## src/rtl/xbar_slave_arbiter.sv

```systemverilog
// Round-robin arbiter that shares one crossbar slave port among MASTERS
// requesters. Each grant runs one complete req/ack/resp transaction. A per-state
// watchdog turns a stalled slave into an error response so no master can hang.
// All outputs come straight from registers.
module xbar_slave_arbiter #(
  parameter int MASTERS = 4,
  parameter int ADDR_W  = 30,
  parameter int DATA_W  = 32,
  parameter int TIMEOUT = 255
) (
  input  logic                      clk,
  input  logic                      rst,
  input  logic [MASTERS-1:0]        m_req,
  input  logic [MASTERS-1:0]        m_cmd,
  input  logic [MASTERS*ADDR_W-1:0] m_addr,
  input  logic [MASTERS*DATA_W-1:0] m_wdata,
  output logic [MASTERS-1:0]        m_ack,
  output logic [MASTERS-1:0]        m_resp,
  output logic                      m_err,
  output logic [DATA_W-1:0]         m_rdata,
  output logic                      s_req,
  output logic                      s_cmd,
  output logic [ADDR_W-1:0]         s_addr,
  output logic [DATA_W-1:0]         s_wdata,
  input  logic                      s_ack,
  input  logic                      s_resp,
  input  logic [DATA_W-1:0]         s_rdata,
  output logic                      busy
);

  localparam int IDX_W = $clog2(MASTERS);
  localparam int TMR_W = $clog2(TIMEOUT + 1);
  localparam logic [TMR_W-1:0] TMR_MAX = TMR_W'(TIMEOUT);

  localparam logic [1:0] S_IDLE      = 2'd0;
  localparam logic [1:0] S_WAIT_ACK  = 2'd1;
  localparam logic [1:0] S_WAIT_RESP = 2'd2;

  // Control state
  logic [1:0]         state_q,  state_d;
  logic [IDX_W-1:0]   rr_ptr_q, rr_ptr_d;
  logic [IDX_W-1:0]   grant_q,  grant_d;
  logic [TMR_W-1:0]   timer_q,  timer_d;

  // Registered outputs
  logic [MASTERS-1:0] m_ack_q,   m_ack_d;
  logic [MASTERS-1:0] m_resp_q,  m_resp_d;
  logic               m_err_q,   m_err_d;
  logic [DATA_W-1:0]  m_rdata_q, m_rdata_d;
  logic               s_req_q,   s_req_d;
  logic               s_cmd_q,   s_cmd_d;
  logic [ADDR_W-1:0]  s_addr_q,  s_addr_d;
  logic [DATA_W-1:0]  s_wdata_q, s_wdata_d;
  logic               busy_q,    busy_d;

  // Arbitration and helper signals
  logic               hit;
  logic [IDX_W-1:0]   win;
  logic [IDX_W-1:0]   cand;
  logic               sel_cmd;
  logic [ADDR_W-1:0]  sel_addr;
  logic [DATA_W-1:0]  sel_wdata;
  logic [MASTERS-1:0] grant_oh;
  logic [IDX_W-1:0]   grant_nxt;
  logic [TMR_W-1:0]   timer_inc;
  logic               timeout;

  assign m_ack   = m_ack_q;
  assign m_resp  = m_resp_q;
  assign m_err   = m_err_q;
  assign m_rdata = m_rdata_q;
  assign s_req   = s_req_q;
  assign s_cmd   = s_cmd_q;
  assign s_addr  = s_addr_q;
  assign s_wdata = s_wdata_q;
  assign busy    = busy_q;

  // Round-robin search: scan m_req starting at rr_ptr, wrapping; first set bit wins.
  // MASTERS is a power of two, so the index addition wraps naturally.
  always_comb begin
    hit  = 1'b0;
    win  = rr_ptr_q;
    cand = rr_ptr_q;
    for (int k = 0; k < MASTERS; k++) begin
      cand = rr_ptr_q + IDX_W'(k);
      if (!hit && m_req[cand]) begin
        hit = 1'b1;
        win = cand;
      end
    end
  end

  // Select the winner's command, address and write data.
  always_comb begin
    sel_cmd   = 1'b0;
    sel_addr  = '0;
    sel_wdata = '0;
    for (int k = 0; k < MASTERS; k++) begin
      if (win == IDX_W'(k)) begin
        sel_cmd   = m_cmd[k];
        sel_addr  = m_addr[k*ADDR_W +: ADDR_W];
        sel_wdata = m_wdata[k*DATA_W +: DATA_W];
      end
    end
  end

  // One-hot view of the current grant, and the pointer value used on exit to IDLE.
  always_comb begin
    grant_oh = '0;
    for (int k = 0; k < MASTERS; k++) begin
      grant_oh[k] = (grant_q == IDX_W'(k));
    end
    grant_nxt = grant_q + IDX_W'(1);
  end

  // Saturating wait timer; timeout fires on the cycle the count would reach TIMEOUT,
  // so the error pulse lands exactly TIMEOUT cycles after entering the wait state.
  always_comb begin
    timer_inc = (timer_q == TMR_MAX) ? timer_q : timer_q + TMR_W'(1);
    timeout   = (timer_inc == TMR_MAX);
  end

  // Next-state and next-output logic for the transaction FSM.
  always_comb begin
    state_d   = state_q;
    rr_ptr_d  = rr_ptr_q;
    grant_d   = grant_q;
    timer_d   = timer_q;
    m_ack_d   = '0;
    m_resp_d  = '0;
    m_err_d   = 1'b0;
    m_rdata_d = m_rdata_q;
    s_req_d   = 1'b0;
    s_cmd_d   = s_cmd_q;
    s_addr_d  = s_addr_q;
    s_wdata_d = s_wdata_q;

    case (state_q)
      S_IDLE: begin
        // Stray s_ack/s_resp are ignored here.
        if (hit) begin
          grant_d  = win;
          s_req_d  = 1'b1;
          s_cmd_d  = sel_cmd;
          s_addr_d = sel_addr;
          if (sel_cmd) begin
            s_wdata_d = sel_wdata;
          end
          timer_d  = '0;
          state_d  = S_WAIT_ACK;
        end
      end

      S_WAIT_ACK: begin
        // s_resp without s_ack is ignored; s_ack wins over a same-cycle timeout.
        if (s_ack) begin
          m_ack_d = grant_oh;
          timer_d = '0;
          if (s_resp) begin
            // Response arrived together with the ack: finish now.
            m_resp_d  = grant_oh;
            m_rdata_d = s_rdata;
            m_err_d   = 1'b0;
            rr_ptr_d  = grant_nxt;
            state_d   = S_IDLE;
          end else begin
            state_d = S_WAIT_RESP;
          end
        end else if (timeout) begin
          m_ack_d   = grant_oh;
          m_resp_d  = grant_oh;
          m_err_d   = 1'b1;
          m_rdata_d = '0;
          rr_ptr_d  = grant_nxt;
          timer_d   = timer_inc;
          state_d   = S_IDLE;
        end else begin
          timer_d = timer_inc;
        end
      end

      S_WAIT_RESP: begin
        if (s_resp) begin
          m_resp_d  = grant_oh;
          m_rdata_d = s_rdata;
          m_err_d   = 1'b0;
          rr_ptr_d  = grant_nxt;
          state_d   = S_IDLE;
        end else if (timeout) begin
          m_resp_d  = grant_oh;
          m_err_d   = 1'b1;
          m_rdata_d = '0;
          rr_ptr_d  = grant_nxt;
          timer_d   = timer_inc;
          state_d   = S_IDLE;
        end else begin
          timer_d = timer_inc;
        end
      end

      default: begin
        state_d = S_IDLE;
      end
    endcase

    busy_d = (state_d != S_IDLE);
  end

  // State and output registers; reset clears everything, abandoning any transaction.
  always_ff @(posedge clk) begin
    if (rst) begin
      state_q   <= S_IDLE;
      rr_ptr_q  <= '0;
      grant_q   <= '0;
      timer_q   <= '0;
      m_ack_q   <= '0;
      m_resp_q  <= '0;
      m_err_q   <= 1'b0;
      m_rdata_q <= '0;
      s_req_q   <= 1'b0;
      s_cmd_q   <= 1'b0;
      s_addr_q  <= '0;
      s_wdata_q <= '0;
      busy_q    <= 1'b0;
    end else begin
      state_q   <= state_d;
      rr_ptr_q  <= rr_ptr_d;
      grant_q   <= grant_d;
      timer_q   <= timer_d;
      m_ack_q   <= m_ack_d;
      m_resp_q  <= m_resp_d;
      m_err_q   <= m_err_d;
      m_rdata_q <= m_rdata_d;
      s_req_q   <= s_req_d;
      s_cmd_q   <= s_cmd_d;
      s_addr_q  <= s_addr_d;
      s_wdata_q <= s_wdata_d;
      busy_q    <= busy_d;
    end
  end

endmodule

```

## config.mk

```make
export PLATFORM = sky130hd
export DESIGN_NAME = xbar_slave_arbiter
export DESIGN_NICKNAME = d
export VERILOG_FILES = /design/src/rtl/xbar_slave_arbiter.sv
export SDC_FILE = /design/constraint.sdc
export NUM_CORES = 1
export LEC_CHECK = 0
export CAP_MARGIN = 10
export CORE_UTILIZATION = 30
export CTS_CLUSTER_SIZE = 40
export DETAILED_ROUTE_END_ITERATION = 6
export PLACE_DENSITY = 0.66
export SETUP_SLACK_MARGIN = 0.2
export SKIP_CTS_REPAIR_TIMING = 1
export SLEW_MARGIN = 20
export SYNTH_ARGS = -nofsm -noshare
export SYNTH_HDL_FRONTEND = slang
export SYNTH_SLANG_ARGS = --single-unit
```

## constraint.sdc

```tcl
create_clock -name clk -period 5.9 [get_ports clk]
set_input_delay 0.59 -clock clk [delete_from_list [all_inputs] [get_ports clk]]
set_output_delay 0.59 -clock clk [all_outputs]
set_load 0.02 [all_outputs]
```

# == Word-level counts from Yosys, hierarchy flattened ==
# Index checks and enable logic that the tools add are counted.
# classes
addsub,5
order_cmp,4
n_eq_ne,13
n_mux,59
reduce_logical,18
bitwise_logic,2
# ops
cell,n
32-bit two-way mux,8
30-bit two-way mux,4
32-bit one-hot mux with 2 select lines,1
8-bit two-way mux,4
2-bit two-way mux,12
8-bit one-hot mux with 3 select lines,1
4-bit two-way mux,5
"8-bit equality test, second input constant",2
1-bit two-way mux,16
"2-bit by 3-bit < comparator with 1-bit output, second input constant",4
"2-bit equality test, second input constant",5
"8-bit by 1-bit adder with 8-bit output, second input constant",1
1-bit binary-select mux with 2-bit select,4
4-bit one-hot mux with 2 select lines,1
"2-bit by 1-bit equality test with 1-bit output, second input constant",3
2-bit logical NOT,3
2-bit one-hot mux with 3 select lines,1
3-bit AND reduction,2
"2-bit by 1-bit adder with 2-bit output, second input constant",2
"2-bit adder, second input constant",2
"2-bit inequality test, second input constant",2
2-bit one-hot mux with 2 select lines,1
2-bit AND reduction,2
2-bit nonzero test,2
7 further kinds,13
# totals
inputBits,292
ff_bits,120
wordCells,114

# == Longest topological paths before layout ==
# depth
ltp_word,18
ltp_mapped,10
mapped_depth_nobuf,8

# == Least setup slack after synthesis ==
# No wires, ideal clock.
# synth_timing
kind,input -> register
startpoint,input port m_req[1]
endpoint,"register s_wdata_q[10], in the netlist s_wdata[10]"
stages,10
arrival_ns,2.486
setup_time_ns,0.072
slack_ns,3.342
path_cell_list,buf_2 nor2_1 a2111o_1 and2_1 buf_6 mux4_2 nand2b_1 buf_6 buf_12 mux2i_1
# synth_via
elab_chain_len,18
elab_cells_between_ends,34
cone_classes,eq/ne: 3; mux: 23; reduce/logical: 8
# synth_rtl
item,line_no,text
start: declaration,13,"input logic [MASTERS-1:0] m_req,"
1-bit binary-select mux with 2-bit select,86,if (!hit && m_req[cand]) begin
1-bit two-way mux (not written as such),86,
1-bit two-way mux,86,
1-bit logical NOT,86,
1-bit logical AND,86,
1-bit two-way mux,86,
1-bit logical NOT,86,
1-bit logical AND,86,
1-bit two-way mux,86,
1-bit logical NOT,86,
1-bit logical AND,86,
2-bit two-way mux,86,
2-bit logical NOT,99,if (win == IDX_W'(k)) begin
1-bit two-way mux (4 in series),99,
3-bit AND reduction (no source line),n/a,
end signal: assignment,237,s_wdata_q <= s_wdata_d;
end: declaration,53,"logic [DATA_W-1:0] s_wdata_q, s_wdata_d;"
# Parallel ways exist; a longest one is shown, timed or not. The select of a mux whose other input is x is not followed.
# A chain may end at the register's enable or synchronous reset.

# == Final worst setup path ==
# layout_timing
startpoint,input port m_req[1]
endpoint,"register s_wdata_q[25], in the netlist s_wdata[25]"
# Same word-level chain as after synthesis.

==> results.json <==
{
  "grt_overflow": 0,
  "hp-class": "reg -> reg",
  "num_io_pins": 398,
  "htree_levels": 4,
  "synth_seq_cells": 120,
  "cts_num_sinks": 120,
  "cts_buffers": 17,
  "grt_max_degree": 96,
  "status": "finished, final reports clean",
  "syn_area_per_cell_um2": 8.00,
  "path_max_fanout": 34,
  "setup_viol": 0,
  "cts_buffer_depth": 2,
  "avgRoutedWirePerCell_um": 18.2,
  "design_area_mm2": 0.0116,
  "async_reset_ff_share_pct": 0,
  "worstPathRequired_ns": 6.22,
  "rsz0062_at_grt": "false",
  "worstMarginPinSlew_ns": 1.10,
  "place_congestion": 0.959,
  "clk_pin_slew_ns": 0.06,
  "start_util_pct": 30.5,
  "fin_nets": 1508,
  "drt_first_pass_iters": 5,
  "placement_rows": 55,
  "p_per_area_mw_per_mm2": 266,
  "ys_warn_count": 0,
  "post-route-period-util_pct": 64.7,
  "dp_hpwl_um": 19900,
  "crit_type": "in -> reg",
  "yosys.cell_types.count": 48,
  "postPlaceCellArea_mm2": 0.0110,
  "die_h_um": 154,
  "max_freq_mhz": 262,
  "vias": 7817,
  "grt_pass1_vias": 7621,
  "cap_violations": 0,
  "ys.flop_type": "dfxtp_1",
  "drtIter0Drc": 536,
  "finClkSkew_ns": 0.0107,
  "grtUsageTotal_pct": 22.8,
  "worst_ep_arrival_time_ns": 4.14,
  "ir_drop_mv": 0.148,
  "setup_ws_ns": 2.08,
  "grt_pass1_wl_um": 42200,
  "wirelength_um": 27400,
  "end_kind": "flip-flop",
  "syn_area_mm2": 0.00692,
  "antenna_found_initial": 3,
  "cts.root.buffer_cell": "clkbuf_16",
  "power.static_leakage_nw": 4.52,
  "final.setup.tns_ns": 0,
  "drv_slew": 0,
  "hold_viol": 0,
  "synth_edf_count": 0,
  "die-area_mm2": 0.0237,
  "utilization_pct": 51.4,
  "io_buffers": 397,
  "pre_cts_ws_ns": 1.66,
  "power_mw": 3.09,
  "ys_seq_area_share_pct": 34.7,
  "drive_gt1_share_pct": 4.75,
  "area_delta_synth_final_pct": 68.2,
  "start_kind": "primary input",
  "clk_latency_ns": 0.42,
  "syn_nets": 1165,
  "antenna_left": 0,
  "syn_inst": 864,
  "drc": 0,
  "fin_crit_ns": 3.82,
  "die_w_um": 154,
  "vias_per_cell": 5.18,
  "core_mm2": 0.0226,
  "slew_headroom_pct": 26.9,
  "tritoncts": "built"
}
==> sequential cells by signal, summed over array words and instances (netlist names), 2 cells and up <==
register  cells
m_ack         4
timer_q       8
m_rdata      32
state_q       2
s_wdata      32
s_addr       30
grant_q       2
rr_ptr_q      2
m_resp        4
==> cell usage after synthesis, types with 8 or more instances <==
cell      count  area share, %
buf_2        10           0.72
a21oi_1      76            5.5
clkbuf_1     65            3.5
mux2i_1      65            9.4
a211o_1      31            3.9
nand2_1     176            9.6
o21ai_0      38            2.8
inv_1         8           0.43
and3_1       63            5.7
a211oi_1     64            6.9
a311o_1      32            4.6
ha_1          9            1.6
dfxtp_1     120             35
nor2_1       24            1.3
==> worst paths after layout <==
check | startpoint | end | slack [ns] | cells after the start
setup / recovery | m_req[1] | s_wdata[25] | 2.08 | 8
hold / removal | s_addr[5] | s_addr[5] | 0.45 | 2
setup reg to reg | rr_ptr_q[1] | s_wdata[25] | 2.48 | 7
hold reg to reg | s_addr[5] | s_addr[5] | 0.45 | 2
==> power breakdown <==
| part | internal, mW | switching [mW] | leakage, nW |
|---|---|---|---|
| logic | 0.504 | 0.507 | 3.22 |
| clock network | 0.717 | 0.423 | 0.314 |
| registers | 0.898 | 0.0450 | 0.983 |
| total | 2.12 | 0.975 | 4.52 |
==> routing by layer <==
metal  global-route usage (%)  vias up  part of all wire (%)
met2                     38.1      342                    47
met3                     6.29       50                   7.8
met5                        0        -                     0
met4                     8.43        0                   2.7
li1                         -     3861                     -
met1                     27.8     3564                    42
==> layout make-up <==
type                       count  area (um^2)
fill                        2184        11000
sequential                   120         2400
inverter                       8         30.0
multi-input combinational    653         4150
clock buffer                  17          425
clock inverter                15          213
antenna                        3         7.51
tap                          285          357
timing repair buffer         407         4040
==> through the flow <==
stage	std cells	hold slack, ns
floorplan	864	0.501
global placement	1473	0.441
detailed placement	1473	0.448
CTS	1505	0.456
global route	1508	0.470
finish	1508	0.453
==> critical path, stage by stage <==
cell and delay (ns):
clkdlybuf4s50_1 0.58, nor3b_1 0.26, a2111o_2 0.49, buf_4 0.42, and2_4 0.22, mux4_2 0.50, nand2b_2 0.77, mux2i_1 0.27
==> logic make-up after synthesis <==
family	after synthesis	share of synthesized area, %
multiplexers	66	9.73
adder cells (fa/ha/maj)	9	1.63
buffers and inverters	91	6.04
flip-flops	120	34.7
AO/OA/AOI/OAI	272	27.2
AND/OR/NAND/NOR	306	20.7
==> placed cells by master, fill, tap and decap left out, types with 4 or more instances in the layout <==
cell / n
clkdlybuf4s50_1: 396
nand2_1: 175
dfxtp_1: 120
a21oi_1: 76
mux2i_1: 65
a211oi_1: 64
and3_1: 63
o21ai_0: 38
a311o_1: 32
a211o_1: 31
nor2_1: 24
clkbuf_16: 17
buf_4: 10
ha_1: 9
inv_1: 8
nand3_1: 7
and4_1: 6
nor2b_1: 6
inv_6: 6
o211ai_1: 4
o21ai_1: 4
bufinv_16: 4
clkinv_4: 4
Power figures use the tool's default switching activity.
